### config.mk
export PLATFORM = sky130hd
export DESIGN_NAME = ms_share_arbiter
export DESIGN_NICKNAME = d
export VERILOG_FILES = /design/src/rtl/ms_share_arbiter.sv
export SDC_FILE = /design/constraint.sdc
export NUM_CORES = 1
export LEC_CHECK = 0
export BUFFER_PORTS_ARGS = -buffer_cell sky130_fd_sc_hd__buf_2
export CORE_ASPECT_RATIO = 1.4
export CORE_MARGIN = 1
export CORE_UTILIZATION = 25
export CTS_BUF_LIST = sky130_fd_sc_hd__clkbuf_8
export CTS_CLUSTER_DIAMETER = 30
export CTS_CLUSTER_SIZE = 40
export DETAILED_ROUTE_END_ITERATION = 10
export GPL_TIMING_DRIVEN = 1
export PLACE_DENSITY = 0.53
export SETUP_SLACK_MARGIN = 0.02
export SYNTH_ARGS = -nofsm -noshare
export SYNTH_HDL_FRONTEND = slang
export SYNTH_SLANG_ARGS = --single-unit
### constraint.sdc
create_clock -name clk -period 6.3 [get_ports clk]
set_input_delay 0.315 -clock clk [delete_from_list [all_inputs] [get_ports clk]]
set_output_delay 0.315 -clock clk [all_outputs]
set_load 0.05 [all_outputs]
### src/rtl/ms_share_arbiter.sv
// ms_share_arbiter: round-robin front end for one shared sequential
// shift-add multiplier. One job is in flight at a time. The winning
// requester's operands are registered and the multiplier is strobed. The
// block then waits out the minimum latency and returns the product tagged
// with the requester index. A watchdog produces an error response if the
// datapath never signals done.
//
// Handshake summary:
//   req/ack    : a requester holds req until it sees the single-cycle ack
//                pulse. The ack marks the cycle its operands were captured.
//   rsp_valid/rsp_ready : the response is held stable while
//                rsp_valid && !rsp_ready, and it retires on the first clock
//                edge with both signals high.
//
// Counter convention: in BUSY, cnt_inc is the number of BUSY cycles elapsed,
// including the current one. The multiplier's done is accepted once
// cnt_inc >= LAT. The watchdog fires when cnt_inc reaches TIMEOUT.
// With mul_done already high, the response appears LAT+1 edges after the
// granting edge. The issue interval is LAT+3 cycles.
module ms_share_arbiter #(
  parameter int DW      = 8,
  parameter int DW_2    = 2 * DW,
  parameter int NREQ    = 4,
  parameter int IDW     = $clog2(NREQ),
  parameter int LAT     = DW + 1,
  parameter int TIMEOUT = 4 * DW
) (
  input  logic              clk,
  input  logic              rst,
  input  logic [NREQ-1:0]   req,
  input  logic [NREQ*DW-1:0] op_a,
  input  logic [NREQ*DW-1:0] op_b,
  output logic [NREQ-1:0]   ack,
  output logic              rsp_valid,
  input  logic              rsp_ready,
  output logic [IDW-1:0]    rsp_id,
  output logic [DW_2-1:0]   rsp_product,
  output logic              rsp_err,
  output logic              busy,
  output logic              mul_ls,
  output logic [DW-1:0]     mul_a,
  output logic [DW-1:0]     mul_b,
  input  logic              mul_done,
  input  logic [DW_2-1:0]   mul_product,
  output logic [1:0]        dbg_state
);

  localparam int CW = $clog2(TIMEOUT + 1);

  typedef enum logic [1:0] {
    S_IDLE = 2'd0,
    S_LOAD = 2'd1,
    S_BUSY = 2'd2,
    S_RESP = 2'd3
  } state_t;

  state_t            state_q, state_d;
  logic [IDW-1:0]    ptr_q, ptr_d;
  logic [IDW-1:0]    id_q, id_d;
  logic [NREQ-1:0]   ack_q, ack_d;
  logic              mul_ls_q, mul_ls_d;
  logic [DW-1:0]     mul_a_q, mul_a_d;
  logic [DW-1:0]     mul_b_q, mul_b_d;
  logic [CW-1:0]     cnt_q, cnt_d;
  logic [CW-1:0]     cnt_inc;
  logic              rsp_valid_q, rsp_valid_d;
  logic [DW_2-1:0]   rsp_product_q, rsp_product_d;
  logic              rsp_err_q, rsp_err_d;

  logic              gnt_found;
  logic [IDW-1:0]    gnt_id;
  int                idx;

  // Round-robin pick: first requester after the last winner, wrapping.
  always_comb begin
    gnt_found = 1'b0;
    gnt_id    = '0;
    idx       = 0;
    for (int k = 1; k <= NREQ; k++) begin
      idx = int'(ptr_q) + k;
      if (idx >= NREQ) idx = idx - NREQ;
      if (!gnt_found && req[idx]) begin
        gnt_found = 1'b1;
        gnt_id    = idx[IDW-1:0];
      end
    end
  end

  // Next-state and registered-output logic for the job FSM.
  always_comb begin
    state_d       = state_q;
    ptr_d         = ptr_q;
    id_d          = id_q;
    ack_d         = '0;
    mul_ls_d      = 1'b0;
    mul_a_d       = mul_a_q;
    mul_b_d       = mul_b_q;
    cnt_d         = cnt_q;
    cnt_inc       = cnt_q;
    rsp_valid_d   = rsp_valid_q;
    rsp_product_d = rsp_product_q;
    rsp_err_d     = rsp_err_q;
    unique case (state_q)
      S_IDLE: begin
        if (gnt_found) begin
          state_d         = S_LOAD;
          ptr_d           = gnt_id;
          id_d            = gnt_id;
          ack_d[gnt_id]   = 1'b1;
          mul_ls_d        = 1'b1;   // high for the whole LOAD cycle
          mul_a_d         = op_a[gnt_id*DW +: DW];
          mul_b_d         = op_b[gnt_id*DW +: DW];
        end
      end
      S_LOAD: begin
        cnt_d   = '0;
        state_d = S_BUSY;
      end
      S_BUSY: begin
        cnt_inc = (cnt_q == CW'(TIMEOUT)) ? cnt_q : cnt_q + 1'b1;
        cnt_d   = cnt_inc;
        // A done seen before LAT cycles may be left over from the last job.
        if ((cnt_inc >= CW'(LAT)) && mul_done) begin
          rsp_product_d = mul_product;
          rsp_err_d     = 1'b0;
          rsp_valid_d   = 1'b1;
          state_d       = S_RESP;
        end else if (cnt_inc == CW'(TIMEOUT)) begin
          rsp_product_d = '0;
          rsp_err_d     = 1'b1;
          rsp_valid_d   = 1'b1;
          state_d       = S_RESP;
        end
      end
      S_RESP: begin
        if (rsp_ready) begin
          rsp_valid_d = 1'b0;
          state_d     = S_IDLE;
        end
      end
      default: state_d = S_IDLE;
    endcase
  end

  // State and output registers; reset abandons any job in flight.
  always_ff @(posedge clk or posedge rst) begin
    if (rst) begin
      state_q       <= S_IDLE;
      ptr_q         <= IDW'(NREQ - 1);
      id_q          <= '0;
      ack_q         <= '0;
      mul_ls_q      <= 1'b0;
      mul_a_q       <= '0;
      mul_b_q       <= '0;
      cnt_q         <= '0;
      rsp_valid_q   <= 1'b0;
      rsp_product_q <= '0;
      rsp_err_q     <= 1'b0;
    end else begin
      state_q       <= state_d;
      ptr_q         <= ptr_d;
      id_q          <= id_d;
      ack_q         <= ack_d;
      mul_ls_q      <= mul_ls_d;
      mul_a_q       <= mul_a_d;
      mul_b_q       <= mul_b_d;
      cnt_q         <= cnt_d;
      rsp_valid_q   <= rsp_valid_d;
      rsp_product_q <= rsp_product_d;
      rsp_err_q     <= rsp_err_d;
    end
  end

  assign ack         = ack_q;
  assign mul_ls      = mul_ls_q;
  assign mul_a       = mul_a_q;
  assign mul_b       = mul_b_q;
  assign rsp_valid   = rsp_valid_q;
  assign rsp_id      = id_q;
  assign rsp_product = rsp_product_q;
  assign rsp_err     = rsp_err_q;
  assign busy        = (state_q != S_IDLE);
  assign dbg_state   = state_q;

endmodule

==> results of run 1 <==
[registers in the layout, indices dropped and copies added (netlist names)]
register     count
ack              4
cnt_q            6
dbg_state        2
mul_a            8
mul_b            8
mul_ls           1
ptr_q            2
rsp_err          1
rsp_id           2
rsp_product     16
rsp_valid        1
[cell usage in the layout, fill, tap and decap left out, types with 10 or more instances in the layout]
cell,synthesis,routed
nor2b_1,18,18
buf_2,6,131
nand2_1,29,29
mux2i_1,36,36
inv_1,10,10
o221ai_1,17,16
dfrtp_1,49,49
a221o_1,16,16
nor2_1,10,10
[per-stage QoR]
step / util [%] / instances
after floorplan: - / 267
after global placement: 32.8 / 524
after detailed placement: 32.8 / 524
after CTS: 33.6 / 532
after global routing: 33.6 / 532
final: 33.6 / 532
[cell usage after synthesis, types with 5 or more instances]
cell       n  area share [%]
dfrtp_1   49              44
mux2i_1   36              13
nand2_1   29             3.9
nor2b_1   18             4.0
o221ai_1  17             5.3
a221o_1   16             5.7
inv_1     10             1.3
nor2_1    10             1.3
clkbuf_1   7            0.94
buf_2      6             1.1
o21ai_1    6             1.1
a21oi_1    5            0.89
ha_1       5             2.2
nand2b_1   5             1.1
[cells by family after synthesis]
group / Yosys count
simple gates: 75
compound gates: 68
flops: 51
mux: 36
buf+inv: 29
fa+ha+maj: 5
xor+xnor: 3
[cell type report]
class	instances	area (sq um)
multi-input cells	187	1390
inverters	12	45.0
clock buffers	6	82.6
clock inverters	2	12.5
well taps	141	176
repair buffers	133	671
flip-flops and latches	51	1280
fillers	1133	7210
[final timing paths]
path	from	end	slack, ns	cells past startpoint
hold reg to reg	rsp_id[1]	rsp_id[1]	0.49	2
hold / removal	mul_product[3]	rsp_product[3]	0.23	2
max in group asynchronous	rst	cnt_q[3]	5.38	2
setup reg to reg	cnt_q[0]	rsp_product[13]	3.52	7
min in group asynchronous	rst	rsp_product[3]	0.26	2
setup / recovery	cnt_q[0]	rsp_product[13]	3.52	7
[power by group]
part	total (mW)	leakage, nW	switching [mW]	internal (mW)
clock	0.199	0.0526	0.110	0.0886
sequential	0.481	0.583	0.0584	0.423
combinational	0.894	1.09	0.621	0.273
total	1.57	1.73	0.789	0.784
[worst register-to-register path, delay by kind of cell, from the launching register on]
kind / cells / cell delay, ns
simple gates: 1 / 0.16
buf+inv: 1 / 0.11
fa+ha+maj: 1 / 0.35
flops: 1 / 0.48
compound gates: 4 / 1.62
[layer usage]
layer  part of all wire (%)  up-vias  global-route usage [%]
li1                       -     1234                       -
met1                     41     1179                    14.7
met2                     51      108                    23.5
met3                    7.0        7                    2.86
met4                    1.1        0                    3.64
met5                      0        -                       0
==> run_results.csv, run 1 <==
group,metric,value,unit
status,outcome,"finished clean",
synth,syn-num-nets,360,
power,vdd_drop_max,0.147,mV
cts,root_buffer,"clkbuf_8",
cts,post_cts_resized,0,
sta,fin_crit_sh,44.2,%
drt,drcViolationCount,0,
cts,ctsHoldBuffers,0,
cts,cts_tree,"yes",
power,power,1.57,mW
setup_path,critical_path_buf_inv_count,1,
cts,cts_max_level,2,
die,core_area,10900,sq um
synth,yosys_warnings,0,
sta,rsz0062_at_grt,"false",
synth,synth_area,2800,sq um
cts,cts_sinks,51,
drt,vias,2528,
synth,muxShareOfSynthArea,12.9,%
synth,synth_top_family_by_area,"compound AO/OA/AOI/OAI gates",
die,die_w,91.4,um
synth,synth_xor_area_share,0.940,%
drt,avgRoutedWirePerCell,13.9,um
die,fp.dieH,127,um
power,p_leak,1.73,nW
drt,drt_iter0_markers,72,
sta,worst_clock_skew,0.00987,ns
synth,synthAdderAreaFrac,2.24,%
drt,drt_pass1_iterations,4,
drt,postRouteAntennaNets,0,
die,io_pins,132,
synth,synth_ff_type,"dfrtp_1",
drt,routed_via_density,4.75,
setup_path,start_kind,"flop",
setup_path,crit_chain,"inv_1 -> ha_1 -> nand2b_1 -> a311oi_1 -> o21ai_0 -> a22oi_2 -> a221o_1",
die,start_util,25.7,%
worst_hold_path,hold_class,"in -> reg",
setup_path,cpPeakStageDelay,0.85,ns
final_layout,antenna_cells,0,
placed_design,place_area,3560,sq um
die,num_rows,45,
sta,fin_ws,3.52,ns
cts,post_cts_buffers,0,
sta,fmaxAchievable,359,MHz
drt,drt-total-wl,7380,um
synth,synthArstFlopShare,100,%
power,p_per_area,430,nW/um^2
die,die_area,11600,sq um
global_route,grt_pass1_wl,11800,um
synth,syn_avg_cell_area,10.5,sq um
global_route,antenna_found_initial,0,
sta,worstMarginPinSlew,1.06,ns
placed_design,portBuffers,131,
placed_design,post-place-ws,3.37,ns
setup_path,cp.arrival,3.03,ns
placed_design,gp_congestion,0.787,
sta,whs,0.231,ns
cts,clock_latency,0.31,ns
setup_path,cpMaxStageDelayCell,"a22oi_2",
sta,fin_tns_setup,0,ns
sta,min_period,2.78,ns
setup_path,end_kind,"flop",
synth,yosys_register_bits,51,
synth,syn_inst,267,
sta,slew_violations,0,
setup_path,critPathMaxFanout,19,
global_route,grt_max_degree,52,
final_layout,layout-drive-gt1-share,38.1,%
placed_design,dp_hpwl,5400,um
final_layout,syn_to_final_growth,30.7,%
synth,synth_cell_type_count,40,
cts,cts_max_path_buffers,2,
global_route,grt.overflow.total,0,
synth,synth_simple_gate_area_share,13.3,%
setup_path,critPathKind,"reg -> reg",
setup_path,critPathTopFamily,"compound AO/OA/AOI/OAI gates",
cts,clk_pin_slew,0.09,ns
global_route,grt.total_usage,12.8,%
run,maxCapViolCount,0,
sta,max_slew_margin,29.1,%
setup_path,required,6.54,ns
final_layout,final_nets,483,
synth,synth_seq_area_share,45.7,%
final_layout,fin_area,3650,sq um
global_route,grt_pass1_vias,2449,
cts,numCtsBuffers,5,
synth,synth_compound_gate_area_share,19.7,%
synth,synth_edf_count,0,
sta,setup_viol,0,
sta,hold_viol,0,
Power figures use the tool's default switching activity.
==> run 2: changes to the inputs <==
--- a/config.mk
+++ b/config.mk
@@ -5,6 +5,7 @@
 export SDC_FILE = /design/constraint.sdc
 export NUM_CORES = 1
 export LEC_CHECK = 0
+export ABC_AREA = 1
 export BUFFER_PORTS_ARGS = -buffer_cell sky130_fd_sc_hd__buf_2
 export CORE_ASPECT_RATIO = 1.4
 export CORE_MARGIN = 1
==> constraint.sdc (replaced) <==
create_clock -name clk -period 2.6 [get_ports clk]
set_input_delay 0.13 -clock clk [delete_from_list [all_inputs] [get_ports clk]]
set_output_delay 0.13 -clock clk [all_outputs]
set_load 0.05 [all_outputs]
==> run 2 against run 1 <==
Net effect: largest cell class unchanged; power increased to 3.3 times the previous value; critical path type unchanged; first-iteration DRC count up 32%; flip-flop and latch count unchanged.
==> run_results.csv, run 2 <==
group,metric,value,unit
worst_hold_path,whs_path_depth,3,
setup_path,crit_chain,"inv_2 -> nand2_1 -> nand2_1 -> nand2_1 -> nand2_1 -> nor2_4 -> nand3_2 -> nand2_4 -> buf_4 -> nand3_1 -> nand2_1 -> nand2_1 -> nand2_1 -> nand2_1 -> nand2_1",
cts,cts_tree,"yes",
setup_path,critical_path_buf_inv_count,2,
placed_design,dp_hpwl,6580,um
synth,yosys_warnings,0,
final_layout,layout.cells.non_filler,733,
worst_hold_path,whs_endpoint,"rsp_product[9]",
die,io_pins,132,
synth,synth_top_area_cell,"dfrtp_1",
global_route,grt.overflow.total,0,
setup_path,cp.arrival,2.50,ns
sta,max_slew_margin,50.8,%
worst_hold_path,hold_class,"in -> reg",
global_route,antenna_found_initial,0,
final_layout,layout-drive-gt1-share,28.2,%
sta,fmaxAchievable,445,MHz
power,p_per_area,1320,nW/um^2
setup_path,critPathKind,"reg -> reg",
drt,routed_via_density,4.28,
setup_path,worstReg2RegStart,"ptr_q[0]",
final_layout,final_nets,678,
setup_path,critPathTopFamily,"simple AND/OR/NAND/NOR gates",
setup_path,cp_common_cell,"nand2_1",
synth,synth_ff_type,"dfrtp_1",
placed_design,portBuffers,131,
placed_design,gp_congestion,0.863,
die,num_rows,47,
synth,synthArstFlopShare,100,%
synth,synth_most_common_cell,"nand2_1",
setup_path,rrSetupSlack,0.35,ns
drt,top_layer_used,"met4",
die,die_w,95.3,um
cts,clk_pin_slew,0.10,ns
sta,rsz0062_at_grt,"false",
synth,synth_cell_type_count,27,
worst_hold_path,min_from,"mul_product[9]",
setup_path,cpPeakStageDelay,0.60,ns
drt,drt-met1-wl,3570,um
setup_path,end_kind,"flop",
drt,avgRoutedWirePerCell,11.6,um
sta,slew_violations,0,
cts,root_buffer,"clkbuf_8",
final_layout,largest_register_ffs,16,
drt,dr_wl_met2,4340,um
cts,post_cts_buffers,0,
synth,syn-num-nets,550,
drt,drcViolationCount,0,
drt,wl_met3,477,um
cts,numCtsBuffers,5,
die,fp.dieH,133,um
cts,cts_max_path_buffers,2,
placed_design,dp.cells,721,
sta,setup_viol,0,
synth,yosys_register_bits,51,
cts,ctsHoldBuffers,4,
synth,syn_avg_cell_area,6.67,sq um
final_layout,syn_to_final_growth,29.1,%
status,outcome,"finished clean",
synth,synth_top_area_share,40.2,%
drt,vias,3140,
drt,drt-total-wl,8520,um
sta,whs,0.0177,ns
cts,cts_sinks,51,
setup_path,r2r_end,"mul_b[1]",
final_layout,final_cell_mix,"265 x nand2_1, 131 x buf_2, 49 x dfrtp_1, 44 x nand3_1, 23 x inv_1",
setup_path,critPathMaxFanout,32,
synth,synth_edf_count,0,
synth,synth_seq_area_share,41.9,%
sta,worstMarginPinSlew,0.737,ns
die,start_util,25.7,%
drt,drt_pass1_iterations,4,
global_route,grt_pass1_wl,13900,um
setup_path,start_kind,"flop",
sta,hold_viol,0,
global_route,grt_pass1_vias,3097,
cts,clock_latency,0.31,ns
final_layout,layout_commonest_cell,"nand2_1",
sta,fin_tns_setup,0,ns
die,die_area,12600,sq um
synth,synth_area,3050,sq um
cts,post_cts_resized,0,
sta,min_period,2.25,ns
synth,synthTopCellsByCount,"265 x nand2_1, 49 x dfrtp_1, 44 x nand3_1",
global_route,grt.total_usage,14.0,%
final_layout,antenna_cells,0,
sta,fin_crit_sh,86.4,%
setup_path,r2r_cells,15,
drt,drt_iter0_markers,95,
synth,syn_inst,457,
power,vdd_drop_max,0.570,mV
setup_path,cpMaxStageDelayCell,"dfstp_2",
die,core_area,11900,sq um
cts,cts_max_level,2,
synth,synthTopCellsByArea,"dfrtp_1 40%, nand2_1 33%, nand3_1 7.2%, inv_1 3.0%, ha_1 2.1%",
global_route,grt_max_degree,37,
sta,worst_clock_skew,0.00610,ns
run,maxCapViolCount,0,
setup_path,required,2.85,ns
power,p_leak,2.41,nW
drt,postRouteAntennaNets,0,
==> run 2: cell count changes after synthesis, sizes merged, moves of 5 or more <==
cell / delta
nand3: +41
nand2: +244
mux2i: -36
nand2b: -5
a221o: -16
inv: +15
o221ai: -17
nor2b: -18
==> run 2: worst register-to-register path: stages, from the launching register on <==
cell and delay [ns]:
dfstp_2 0.60, inv_2 0.10, nand2_1 0.10, nand2_1 0.07, nand2_1 0.06, nand2_1 0.08
nor2_4 0.14, nand3_2 0.12, nand2_4 0.11, buf_4 0.30, nand3_1 0.12, nand2_1 0.09
nand2_1 0.07, nand2_1 0.09, nand2_1 0.05, nand2_1 0.08
==> run 2: area by class of cell <==
cell class,count,area (sq um)
fillers,1336,7940
multi-input cells,358,1540
flip-flops and latches,51,1280
repair buffers,141,741
well taps,147,184
inverters,28,105
clock buffers,5,68.8
clock inverters,3,20.0
==> run 2: metrics by stage <==
step                setup slack (ns)  total power, mW  utilization [%]  cell area (sq um)
floorplan                      0.734             4.13                -               3050
global placement               0.466             4.74             32.0               3810
detailed placement             0.387             4.78             32.0               3810
CTS                            0.357             5.27             33.1               3940
global route                   0.136             5.76             33.1               3940
finish                         0.354             5.20             33.1               3940
==> run 2: worst max-delay path by stage <==
stage | from | end | slack [ns] | depth (start not counted)
after CTS | ptr_q[0] | mul_b[1] | 0.36 | 15
after global routing | ptr_q[0] | mul_b[6] | 0.14 | 15
final | ptr_q[0] | mul_b[1] | 0.35 | 15
after global placement | ptr_q[0] | mul_b[2] | 0.47 | 15
after detailed placement | ptr_q[0] | mul_b[1] | 0.39 | 15
after floorplan | dbg_state[0] | dbg_state[1] | 0.73 | 8
==> run 2: per-layer routing <==
layer	track usage (%)	vias to the layer above
met2	25.3	93
li1	-	1657
met4	4.21	0
met3	2.99	12
met5	0	-
met1	15.9	1378
==> run 2: where the power goes <==
| part | total (mW) | internal [mW] | switching [mW] |
|---|---|---|---|
| Combinational | 3.56 | 0.996 | 2.57 |
| Clock | 0.461 | 0.188 | 0.273 |
| Sequential | 1.17 | 1.03 | 0.144 |
| Total | 5.20 | 2.21 | 2.98 |
==> run 2: cells by family after synthesis <==
| group | share of synthesized area (%) |
|---|---|
| compound gates | 2.87 |
| flops | 41.9 |
| fa+ha+maj | 2.05 |
| buf+inv | 7.63 |
| simple gates | 45.2 |
| xor+xnor | 0.287 |
